$ cat config.mk
export PLATFORM = sky130hd
export DESIGN_NAME = pixel_plot_receiver
export DESIGN_NICKNAME = d
export VERILOG_FILES = /design/src/rtl/pixel_pkg.sv /design/src/rtl/plot_fifo.sv /design/src/rtl/pixel_plot_receiver.sv
export SDC_FILE = /design/constraint.sdc
export NUM_CORES = 1
export LEC_CHECK = 0
export CORE_UTILIZATION = 50
export DETAILED_ROUTE_END_ITERATION = 12
export GPL_TIMING_DRIVEN = 0
export PLACE_DENSITY = 0.8
export SYNTH_ARGS = -nofsm -noshare
export SYNTH_HDL_FRONTEND = slang
export SYNTH_SLANG_ARGS = --single-unit
$ cat constraint.sdc
create_clock -name clock -period 7 [get_ports clock]
set_clock_uncertainty 0.1 [all_clocks]
set_input_delay 1.4 -clock clock [delete_from_list [all_inputs] [get_ports clock]]
set_output_delay 1.4 -clock clock [all_outputs]
set_load 0.005 [all_outputs]
$ cat src/rtl/pixel_pkg.sv
// pixel_pkg: shared screen geometry, address width, FSM state and FIFO entry layout
package pixel_pkg;
  localparam int SCREEN_W = 160;
  localparam int SCREEN_H = 120;
  localparam int ADDR_W = 15;
  typedef enum logic {IDLE, CLEAR} state_t;
  // In-range rows are below 128, so 7 bits of y suffice and an entry packs into 18 bits.
  typedef struct packed {
    logic [7:0] x;
    logic [6:0] y;
    logic [2:0] colour;
  } plot_t;
endpackage

$ cat src/rtl/plot_fifo.sv
// plot_fifo: DEPTH-entry synchronous show-ahead FIFO with full/empty flags
// Ports: clock, reset_n (async, active-low), i_push/i_data write side,
// i_pop/o_data read side (o_data is the head entry), o_full, o_empty.
module plot_fifo #(
  parameter int DEPTH = 8,
  parameter int W = 18
) (
  input  logic         clock,
  input  logic         reset_n,
  input  logic         i_push,
  input  logic [W-1:0] i_data,
  input  logic         i_pop,
  output logic [W-1:0] o_data,
  output logic         o_full,
  output logic         o_empty
);
  localparam int AW = $clog2(DEPTH);
  logic [W-1:0] r_mem [DEPTH];
  // Pointers carry one extra wrap bit to tell full from empty.
  logic [AW:0] r_wr, r_rd;
  logic w_push, w_pop;
  assign o_empty = r_wr == r_rd;
  assign o_full = (r_wr[AW] != r_rd[AW]) && (r_wr[AW-1:0] == r_rd[AW-1:0]);
  assign w_push = i_push && !o_full;
  assign w_pop = i_pop && !o_empty;
  assign o_data = r_mem[r_rd[AW-1:0]];
  always_ff @(posedge clock)
    if (w_push) r_mem[r_wr[AW-1:0]] <= i_data;
  always_ff @(posedge clock or negedge reset_n)
    if (!reset_n) begin
      r_wr <= '0;
      r_rd <= '0;
    end else begin
      r_wr <= w_push ? r_wr + 1'b1 : r_wr;
      r_rd <= w_pop ? r_rd + 1'b1 : r_rd;
    end
endmodule

$ cat src/rtl/pixel_plot_receiver.sv
// pixel_plot_receiver: queues pixel plots and full-screen clears into framebuffer writes
// Ports: clock, reset_n (async, active-low); plot/x/y/colour with ready handshake;
// clear/clear_colour fill request; fb_addr/fb_data/fb_we registered write port;
// busy while work remains; dropped counts rejected off-screen plots (saturating).
module pixel_plot_receiver
  import pixel_pkg::state_t, pixel_pkg::IDLE, pixel_pkg::CLEAR, pixel_pkg::ADDR_W, pixel_pkg::plot_t;
#(
  parameter int DEPTH = 8,
  parameter int SCREEN_W = pixel_pkg::SCREEN_W,
  parameter int SCREEN_H = pixel_pkg::SCREEN_H
) (
  input  logic              clock,
  input  logic              reset_n,
  input  logic              plot,
  input  logic [7:0]        x,
  input  logic [7:0]        y,
  input  logic [2:0]        colour,
  output logic              ready,
  input  logic              clear,
  input  logic [2:0]        clear_colour,
  output logic [ADDR_W-1:0] fb_addr,
  output logic [2:0]        fb_data,
  output logic              fb_we,
  output logic              busy,
  output logic [7:0]        dropped
);
  localparam logic [8:0] LW = 9'(SCREEN_W);
  localparam logic [8:0] LH = 9'(SCREEN_H);
  localparam logic [ADDR_W-1:0] SW = ADDR_W'(SCREEN_W);
  localparam logic [ADDR_W-1:0] LAST = ADDR_W'(SCREEN_W * SCREEN_H - 1);
  state_t r_state;
  logic r_clear_pending, r_fb_we;
  logic [2:0] r_clear_colour, r_fb_data;
  logic [ADDR_W-1:0] r_sweep, r_fb_addr;
  logic [7:0] r_dropped;
  logic w_full, w_empty, w_accept, w_in_range, w_push, w_reject, w_pop, w_last;
  plot_t w_head, w_entry;
  logic [ADDR_W-1:0] w_addr;
  // reset_n gates ready so it reads low while reset is held, high in the first cycle after.
  assign ready = reset_n && !w_full && !r_clear_pending && r_state != CLEAR;
  assign w_accept = plot && ready;
  assign w_in_range = ({1'b0, x} < LW) && ({1'b0, y} < LH);
  assign w_push = w_accept && w_in_range;
  assign w_reject = w_accept && !w_in_range;
  assign w_pop = r_state == IDLE && !w_empty;
  assign w_last = r_sweep == LAST;
  assign w_entry = '{x: x, y: y[6:0], colour: colour};
  assign w_addr = ADDR_W'(w_head.y) * SW + ADDR_W'(w_head.x);
  assign busy = !w_empty || r_clear_pending || r_state == CLEAR;
  assign fb_addr = r_fb_addr;
  assign fb_data = r_fb_data;
  assign fb_we = r_fb_we;
  assign dropped = r_dropped;
  plot_fifo #(.DEPTH(DEPTH), .W($bits(plot_t))) u_fifo (
    .clock  (clock),
    .reset_n(reset_n),
    .i_push (w_push),
    .i_data (w_entry),
    .i_pop  (w_pop),
    .o_data (w_head),
    .o_full (w_full),
    .o_empty(w_empty)
  );
  always_ff @(posedge clock or negedge reset_n)
    if (!reset_n) begin
      r_state <= IDLE;
      r_clear_pending <= 1'b0;
      r_clear_colour <= '0;
      r_sweep <= '0;
      r_fb_we <= 1'b0;
      r_fb_addr <= '0;
      r_fb_data <= '0;
      r_dropped <= '0;
    end else begin
      r_dropped <= (w_reject && r_dropped != 8'hFF) ? r_dropped + 8'd1 : r_dropped;
      // Pending stays set through the whole sweep, so this also ignores clears during CLEAR.
      if (clear && !r_clear_pending) begin
        r_clear_pending <= 1'b1;
        r_clear_colour <= clear_colour;
      end
      r_fb_we <= w_pop || r_state == CLEAR;
      if (r_state == CLEAR) begin
        r_fb_addr <= r_sweep;
        r_fb_data <= r_clear_colour;
        r_sweep <= w_last ? '0 : r_sweep + 1'b1;
        if (w_last) begin
          r_state <= IDLE;
          r_clear_pending <= 1'b0;
        end
      end else begin
        if (w_pop) begin
          r_fb_addr <= w_addr;
          r_fb_data <= w_head.colour;
        end
        // Queued plots drain before the sweep starts.
        if (r_clear_pending && w_empty) r_state <= CLEAR;
      end
    end
endmodule

==> metrics.md, run 1 <==
| Metric | Value |
|---|---|
| First-pass DRT Iterations | 4 |
| Main combinational cell family by area after synthesis | multiplexers |
| Final Hold Viols | 0 |
| Cells after synthesis | 512 |
| WS Path Type | flop to flop |
| Status | finished clean |
| Final ANT Viol Nets | 0 |
| Critical Path AT | about 5300 ps |
| Layout cells sized above 1 | 0.184 |
| Reg2reg start | u_fifo.r_rd[1] |
| Die X | 132 um |
| Core Area | 16500 um^2 |
| Synth top area cells | edfxtp_1 51%, dfrtp_1 16%, mux4_2 9.1% |
| Post-Synth Adder-Cell Area | 0.0311 |
| Height of the die | 132 um |
| Pin count of the biggest net entering global routing | 41 |
| Total CTS buffers | 17 |
| Max-cap violations | 0 |
| Post-Route Utilization | 0.607 |
| DR vias | 4677 |
| Pre-CTS WS | 1940 ps |
| Max Root-Sink Buffers | 2 |
| Row count | between 40 and 50 |
| Post-Place Cell Area | 9460 um^2 |
| Crit-path max FO | 10 |
| Max incr delay on CP | 570 ps |
| Post-layout net count | 640 |
| Gp weighted congestion | 0.816 |
| Cell Area, Synth | about 8400 um^2 |
| Hold buffer count at CTS | 0 |
| Leading cell type in the layout, fill and taps excluded | edfxtp_1 |
| Crit path buf inv count | 5 |
| Final instance area | 10000 um^2 |
| Num Clock Sinks | 199 |
| Library cells used by synthesis | 47 |
| Final WS setup | 1910 ps |
| Final setup viols | 0 |
| Top cell type's share of synthesized area | 0.512 |
| I/O pin cnt | 55 |
| Worst-margin pin slew | 908 ps |
| DR WL/cell | 20.9 um |
| Input/output buffers | 54 |
| Multiplexer share of the synthesized area | 0.140 |
| WP data required | 7250 ps |
| Initial core utilization | 0.511 |
| Total Wirelength | 17.3 mm |
| Hpwl dp | 11.6 mm |
| Remaining DRCs | 0 |
| GRT Overall Usage | 0.215 |
| Fin crit period | 5090 ps |
| Fin crit share | 0.727 |
| Clock-pin transition on the worst setup and hold timing paths | 70 ps |
| Max VDD drop | 0.171 mV |
| Post-Syn Nets | 557 |
| Setup crit start | u_fifo.r_rd[1] |
| Post-synthesis compound-gate area fraction | 0.0299 |
| Initial antenna violation count | 0 |
| Crit path cell chain | buf_4, buf_2, buf_1, mux4_2, mux2i_1, inv_1, ha_1, ha_1, inv_1, fa_1, nand2b_1, a21oi_1, xor2_1, and3b_1, xor3_1, a221oi_2 |
| Pwr Density | 249 nW/um^2 |
| Fmax | 0.197 GHz |
| Post_cts resized | 0 |
| Seq/Total Area, Yosys | 0.675 |
| Post-CTS setup buffer count | 0 |
| Post-synth EDFFs | 144 |
| Synth Area in XOR/XNOR | 0.0412 |
| 1st-iter DRT viols | 461 |
| Post-DR vias/cell | 5.65 |
| CTS tree | yes |
| Hold crit path type | flop to flop |
| Later-pin clock latency in the skew report | roughly 440 ps |
| Area Growth Syn to Fin | 18.8% |
| Min-delay src | dropped[5] |
| Ys async rst share | 0.276 |
| Syn Area/Cell | around 17 um^2 |
| Yosys reg bits | 199 |
| First-pass GRT wire length | 27.5 mm |
| Root Driver | clkbuf_16 |
| Ys flop type | edfxtp_1 |
| Max-slew violation count | 0 |
| Syn. warnings | 0 |
| Htree depth | 4 |
| Crit start category | flop |
| RSZ-0062 raised after global routing | false |
| Cell family with most CP delay | buffers and inverters |
| CP Capture Type | flop |
| Most frequent cells in the layout | 144 x edfxtp_1, 55 x dfrtp_1, 53 x clkdlybuf4s50_1, 34 x mux4_2, 30 x nand2_1 |
| Leakage | 0.00359 uW |
| Simple-gate share of the synthesized area | 0.0671 |
| Vias in the first global route | between 5000 and 6000 |
| Total grt overflow | 0 |
| Diode count | 0 |
| Slowest CP cell | buf_1 |
| Max transition margin | 0.394 |
| DIE AREA | 17400 um^2 |
| Yosys top cell by area | edfxtp_1 |
## Yosys cell counts (2+ instances only)
master    count
mux4_1        2
o21ai_1      17
o21ai_0       5
xnor2_1      23
inv_1         8
mux2i_1      16
buf_1         3
buf_4         4
nor2_1       34
nand2b_1      5
nand3_1      10
and3_1        7
edfxtp_1    144
buf_2         7
nor3_1        2
xor2_1       14
and2_1        3
nor2b_1       4
clkbuf_1      7
ha_1         17
nor3b_1       2
a21oi_1      11
mux4_2       34
nand4_1      11
nand2_1      30
mux2_2       14
mux2_1        3
fa_1          2
dfrtp_1      55
## metal layers
metal	share of wire	track usage	wire length (um)	vias to the layer above
li1	-	-	-	2110
met1	0.41	0.269	7120	2411
met2	0.52	0.364	8930	128
met3	0.050	0.0496	859	28
met4	0.020	0.0833	353	0
met5	0	0	0	-
## sequential cells by signal, indices dropped and copies added, names as in the netlist
signal	count
fb_we	1
u_fifo.r_rd	4
r_sweep	15
r_state	1
r_clear_pending	1
fb_addr	15
u_fifo.r_mem	144
u_fifo.r_wr	4
r_clear_colour	3
dropped	8
fb_data	3
## path summary, 6_finish.rpt
kind / end / slack [ps] / cells after the start
hold reg to reg: dropped[5] / 400 / 1
min in group asynchronous: r_sweep[4] / 790 / 1
hold / removal: dropped[5] / 400 / 1
max in group asynchronous: dropped[4] / 5460 / 2
setup reg to reg: fb_addr[13] / 1910 / 16
setup / recovery: fb_addr[13] / 1910 / 16
## final cells by class
type | count | area [um^2]
Inverter | 8 | 30.0
Fill cell | 1174 | 6490
Sequential cell | 199 | 5700
Tap cell | 220 | 275
Clock buffer | 18 | 429
Timing Repair Buffer | 64 | 713
Buffer | 21 | 103
Clock inverter | 14 | 149
Multi-Input combinational cell | 284 | 2640
## metrics by stage
step                      cells  total power (uW)  hold slack, ps  TNS [ps]
after global placement      786              1540             377    -30160
after CTS                   828              2510             401         0
after global routing        828              2570             414         0
after floorplan             512              1450             352         0
after detailed placement    796              1560             389         0
final                       828              2500             397         0
## cells by family (layout without fill, tap and decap cells)
group                      Yosys count  in the layout
DFF                                199            199
and+or+nand+nor                    115            115
muxes                               70             70
AOI/OAI and AO/OA                   41             41
xor gates and xnor gates            38             38
buffers and inverters               29            125
adders and majority gates           20             20
## power by group
group	internal [uW]	switching [uW]	total, uW	leakage (uW)
sequential	1310	43.2	1350	0.00201
clock	529	430	959	0.000272
combinational	99.7	85.7	185	0.00131
No activity file was read; power rests on OpenSTA's default activity.
==> run 2: changes to the inputs <==
PLACE_DENSITY = 0.83   (was 0.8)
clock period = 4.2 ns   (was 7 ns; I/O delays follow)
==> metrics.md, run 2 (synthesized netlist as in run 1, its figures left out) <==
| Metric | Value |
|---|---|
| DR WL/cell | about 22 um |
| Input/output buffers | 54 |
| Row count | 47 |
| RSZ-0062 raised after global routing | true |
| Fmax | around 0.25 GHz |
| DR vias | 4816 |
| Leakage | about 0.0037 uW |
| Final Hold Viols | 0 |
| Post-DR vias/cell | 5.73 |
| Final WS setup | 155 ps |
| Clk pwr share | 0.375 |
| Setup crit start | u_fifo.r_rd[0] |
| Leading cell type in the layout, fill and taps excluded | edfxtp_1 |
| Clock-pin transition on the worst setup and hold timing paths | 70 ps |
| Final ANT Viol Nets | 0 |
| WS Path Type | flop to flop |
| Hold buffer count at CTS | 0 |
| Critical Path AT | 4300 ps |
| Fill count | 1144 |
| Logic gate share of total power | 0.077 |
| Num Clock Sinks | 199 |
| Crit-path max FO | 10 |
| Max-cap violations | 0 |
| Reg2reg setup slack | 160 ps |
| Max Root-Sink Buffers | 2 |
| Die X | roughly 130 um |
| Setup TNS | 0 ps |
| 1st-iter DRT viols | approximately 440 |
| Int Pwr | 3220 uW |
| Total grt overflow | 0 |
| Post-layout net count | 654 |
| DIE AREA | approximately 17000 um^2 |
| Initial antenna violation count | 0 |
| Hold crit path type | primary input to async pin |
| Initial core utilization | 0.511 |
| Sequential Power Share | 0.548 |
| Max FFs per register | roughly 140 |
| Gp weighted congestion | between 0.8 and 0.9 |
| Total CTS buffers | 17 |
| Crit start category | flop |
| Final setup viols | 0 |
| Status | finished clean |
| I/O pin cnt | 55 |
| Htree depth | 4 |
| GRT Overall Usage | 0.219 |
| First-pass DRT Iterations | 5 |
| Layout cells sized above 1 | 0.211 |
| Remaining DRCs | 0 |
| Post-Route Utilization | 0.620 |
| Max-slew violation count | 0 |
| Fin crit period | 4040 ps |
| CP Capture Type | flop |
| Pwr Density | 402 nW/um^2 |
| Root Driver | clkbuf_16 |
| Most frequent cells in the layout | 144 x edfxtp_1, 54 x dfrtp_1, 53 x clkdlybuf4s50_1, 34 x mux4_2, 30 x nand2_1 |
| Sw frac | 0.216 |
| Area Growth Syn to Fin | 21.2% |
| Later-pin clock latency in the skew report | 430 ps |
| Core Area | 16500 um^2 |
| P_sw | 889 uW |
| First-pass GRT wire length | 27.9 mm |
| Hpwl dp | between 10 and 15 mm |
| Fin crit share | 0.963 |
| Height of the die | 132 um |
| Pre-CTS WS | -853 ps |
| Diode count | 0 |
| Worst-margin pin slew | 955 ps |
| Max transition margin | 0.362 |
| Vias in the first global route | 5113 |
| WP data required | 4460 ps |
| Pin count of the biggest net entering global routing | 32 |
| CTS tree | yes |
| Total Wirelength | roughly 18 mm |
| Max VDD drop | about 0.32 mV |
| Reg2reg start | u_fifo.r_rd[0] |
## run 2: cell types whose count changed in the layout (fill, tap and decap cells not counted), sizes merged
cell,change
buf,+14
clkbuf,+4
clkinv,-1
clkinvlp,-2
inv,-3
## run 2: cell type report
class	instances	area [um^2]	share of cell area
sequential	199	5700	0.557
multi-input combinational	284	2670	0.260
timing repair buffer	80	862	0.0842
clock buffer	22	444	0.0434
tap	220	275	0.0269
buffer	19	159	0.0155
clock inverter	8	101	0.00990
inverter	8	30.0	0.00293
## run 2: final timing paths
kind                             endpoint  cells past startpoint
setup / recovery              fb_addr[12]                     14
hold / removal                 fb_addr[0]                      1
setup reg to reg              fb_addr[12]                     14
hold reg to reg                fb_data[1]                      2
max in group asynchronous  u_fifo.r_rd[2]                      2
min in group clock             fb_data[1]                      2
## run 2: what timing repair did
action                                  4_1_cts  5_1_grt
setup buffers                                 4       12
endpoints found under the setup margin        6        3
pin swaps                                     1        4
cloned                                        0        0
gates resized for setup                      21        4
## run 2: through the flow
stage          std cells  cell area [um^2]  total power, uW  hold WS, ps
6_report             840             10200             4110          320
3_5_place_dp         796              9490             2590          372
5_1_grt              840             10200             4240          358
2_1_floorplan        512              8450             2420          352
3_3_place_gp         786              9270             2570          377
4_1_cts              828             10100             4120          329
## run 2: power by group through the flow
stage | Sequential (uW) | Clock, uW | Combinational (uW)
4_1_cts | 2250 | 1550 | 316
5_1_grt | 2260 | 1630 | 352
2_1_floorplan | 2270 | 0 | 144
3_3_place_gp | 2280 | 0 | 289
3_5_place_dp | 2290 | 0 | 302
6_report | 2250 | 1540 | 317
## run 2: critical path, stage by stage, from the launching register on
cell and delay, ps:
dfrtp_1 390, buf_12 130, buf_12 150, buf_12 150, buf_4 110, mux4_2 490, mux2_2 320, ha_1 330
ha_1 300, a211oi_1 370, nor3b_1 170, nor4b_2 450, xor2_1 250, mux2i_1 110, o21ai_1 140
## run 2: routing by layer
layer  GRT usage  vias to the layer above  wire length, um
met2       0.370                      167             9330
met1       0.273                     2474             7280
met3      0.0515                       40              961
met5           0                        -                0
met4      0.0917                        0              496
li1            -                     2135                -
==> run 3: changes to the inputs <==
CORE_MARGIN = 2   (was default)
PLACE_DENSITY = 0.8   (was 0.83)
SLEW_MARGIN = 10   (was default)
clock period = 5.02 ns   (was 4.2 ns; I/O delays follow)
==> metrics.md, run 3 (synthesized netlist as in run 1, its figures left out) <==
| Metric | Value |
|---|---|
| DR vias | 4650 |
| Slowest CP cell | dfrtp_1 |
| Die X | 134 um |
| Hold buffer count at CTS | 0 |
| Max FFs per register | 144 |
| Reg2Reg Capture Point | fb_addr[13] |
| Status | finished clean |
| Leading cell type in the layout, fill and taps excluded | edfxtp_1 |
| Met3 Resource Use GR | 0.0435 |
| P_sw | 785 uW |
| DIE AREA | 18000 um^2 |
| WP data required | 5260 ps |
| Met2 GRT Util | 0.341 |
| Post-CTS setup buffer count | 0 |
| Leakage | 0.00360 uW |
| Crit-path max FO | 10 |
| RSZ-0062 raised after global routing | false |
| Htree depth | 4 |
| GRT Overall Usage | 0.202 |
| Total CTS buffers | 17 |
| Area Growth Syn to Fin | 18.5% |
| Post-layout net count | 641 |
| Post-layout power | between 3000 and 4000 uW |
| Logic gate share of total power | 0.074 |
| Pre-CTS WS | -145 ps |
| Max Root-Sink Buffers | 2 |
| Post-Place Cell Area | 9420 um^2 |
| WP depth | 16 |
| Initial antenna violation count | 0 |
| Min-delay src | r_clear_colour[2] |
| Core Area | 16500 um^2 |
| Hpwl dp | around 11 mm |
| Later-pin clock latency in the skew report | between 400 and 500 ps |
| Final ANT Viol Nets | 0 |
| Critical Path AT | a little over 5000 ps |
| DR WL/cell | 20.4 um |
| Input/output buffers | 54 |
| GRT busiest layer | met2 |
| Most frequent cells in the layout | 144 x edfxtp_1, 55 x dfrtp_1, 53 x clkdlybuf4s50_1, 34 x mux4_2, 30 x nand2_1 |
| Cells after DPL | 797 |
| Post_cts resized | 3 |
| Post-DR vias/cell | approximately 5.6 |
| Pin count of the biggest net entering global routing | 38 |
| Max transition margin | 0.379 |
| I/O pin cnt | 55 |
| Int Pwr | 2660 uW |
| Cell family with most CP delay | buffers and inverters |
| Final setup viols | 0 |
| Num Clock Sinks | slightly below 200 |
| Crit path buf inv count | 5 |
| Max-cap violations | 0 |
| CP Capture Type | flop |
| Fin crit period | 4790 ps |
| Met1 Track Usage GR | 0.264 |
| Final Hold Viols | 0 |
| Root Driver | clkbuf_16 |
| Max VDD drop | 0.268 mV |
| Reg2reg setup slack | 230 ps |
| Setup crit start | u_fifo.r_rd[1] |
| Layout cells sized above 1 | 0.194 |
| Setup TNS | 0 ps |
| Height of the die | 134 um |
| Worst-case reg-to-reg path depth | 16 |
| 1st-iter DRT viols | 413 |
| Total Wirelength | 16.9 mm |
| Crit path capture | fb_addr[13] |
| Max-slew violation count | 0 |
| Clock-pin transition on the worst setup and hold timing paths | 70 ps |
| Fmax | 0.209 GHz |
| Worst-margin pin slew | 930 ps |
| Fin crit share | 0.954 |
| Max incr delay on CP | 430 ps |
| First-pass DRT Iterations | 6 |
| Clk pwr share | 0.382 |
| Final WS setup | 232 ps |
| Gp weighted congestion | 0.823 |
| Sequential Power Share | 0.545 |
| Non-filler cells in the finished layout | 829 |
| Hold crit path type | flop to flop |
| Diode count | 0 |
| Total grt overflow | 0 |
| Pwr Density | 345 nW/um^2 |
| Fill count | 1182 |
| Initial core utilization | 0.511 |
| CTS tree | yes |
| Reg2reg start | u_fifo.r_rd[1] |
| Remaining DRCs | 0 |
| Row count | 47 |
| Crit start category | flop |
| Final instance area | 10000 um^2 |
| First-pass GRT wire length | 27.1 mm |
| WS Path Type | flop to flop |
| Crit path cell chain | buf_4, buf_2, buf_2, mux4_2, mux2i_2, inv_1, ha_1, ha_1, inv_1, fa_1, nand2b_1, a21oi_1, xor2_1, and3b_1, xor3_1, a221oi_2 |
| Sw frac | 0.228 |
| Vias in the first global route | 4883 |
==> run 3: power by group through the flow <==
stage / Sequential [uW] / Clock (uW) / Combinational (uW)
4_1_cts: 1880 / 1340 / 257
6_report: 1880 / 1320 / 255
3_3_place_gp: 1910 / 0 / 243
3_5_place_dp: 1910 / 0 / 254
2_1_floorplan: 1900 / 0 / 120
5_1_grt: 1890 / 1400 / 280
==> run 3: stage by stage <==
step / hold slack (ps) / utilization
floorplan: 352 / -
global placement: 377 / 0.561
detailed placement: 379 / 0.570
CTS: 396 / 0.605
global route: 409 / 0.606
finish: 395 / 0.606
==> run 3: final cells by class <==
class | count | area [um^2] | share of cell area
flip-flops and latches | 199 | 5700 | 0.570
multi-input cells | 284 | 2640 | 0.264
repair buffers | 65 | 672 | 0.0671
clock buffers | 19 | 433 | 0.0432
well taps | 220 | 275 | 0.0275
clock inverters | 13 | 138 | 0.0138
plain buffers | 21 | 120 | 0.0120
inverters | 8 | 30.0 | 0.00300
==> run 3: per-layer routing <==
metal	part of all wire	routed length, um
met5	0	0
met4	0.011	180
met3	0.060	1010
met2	0.51	8610
met1	0.42	7110
==> run 3: worst min-delay path: stages (launching register included) <==
cell and delay, ps:
dfrtp_1 350, nand2_1 50, o21ai_1 60
==> run 3: worst min-delay path by stage <==
| stage | endpoint | cells after the start |
|---|---|---|
| final | fb_data[2] | 2 |
| after global routing | u_fifo.r_rd[3] | 1 |
| after CTS | u_fifo.r_rd[3] | 1 |
| after detailed placement | fb_data[2] | 2 |
| after global placement | u_fifo.r_rd[3] | 1 |
| after floorplan | fb_data[1] | 2 |
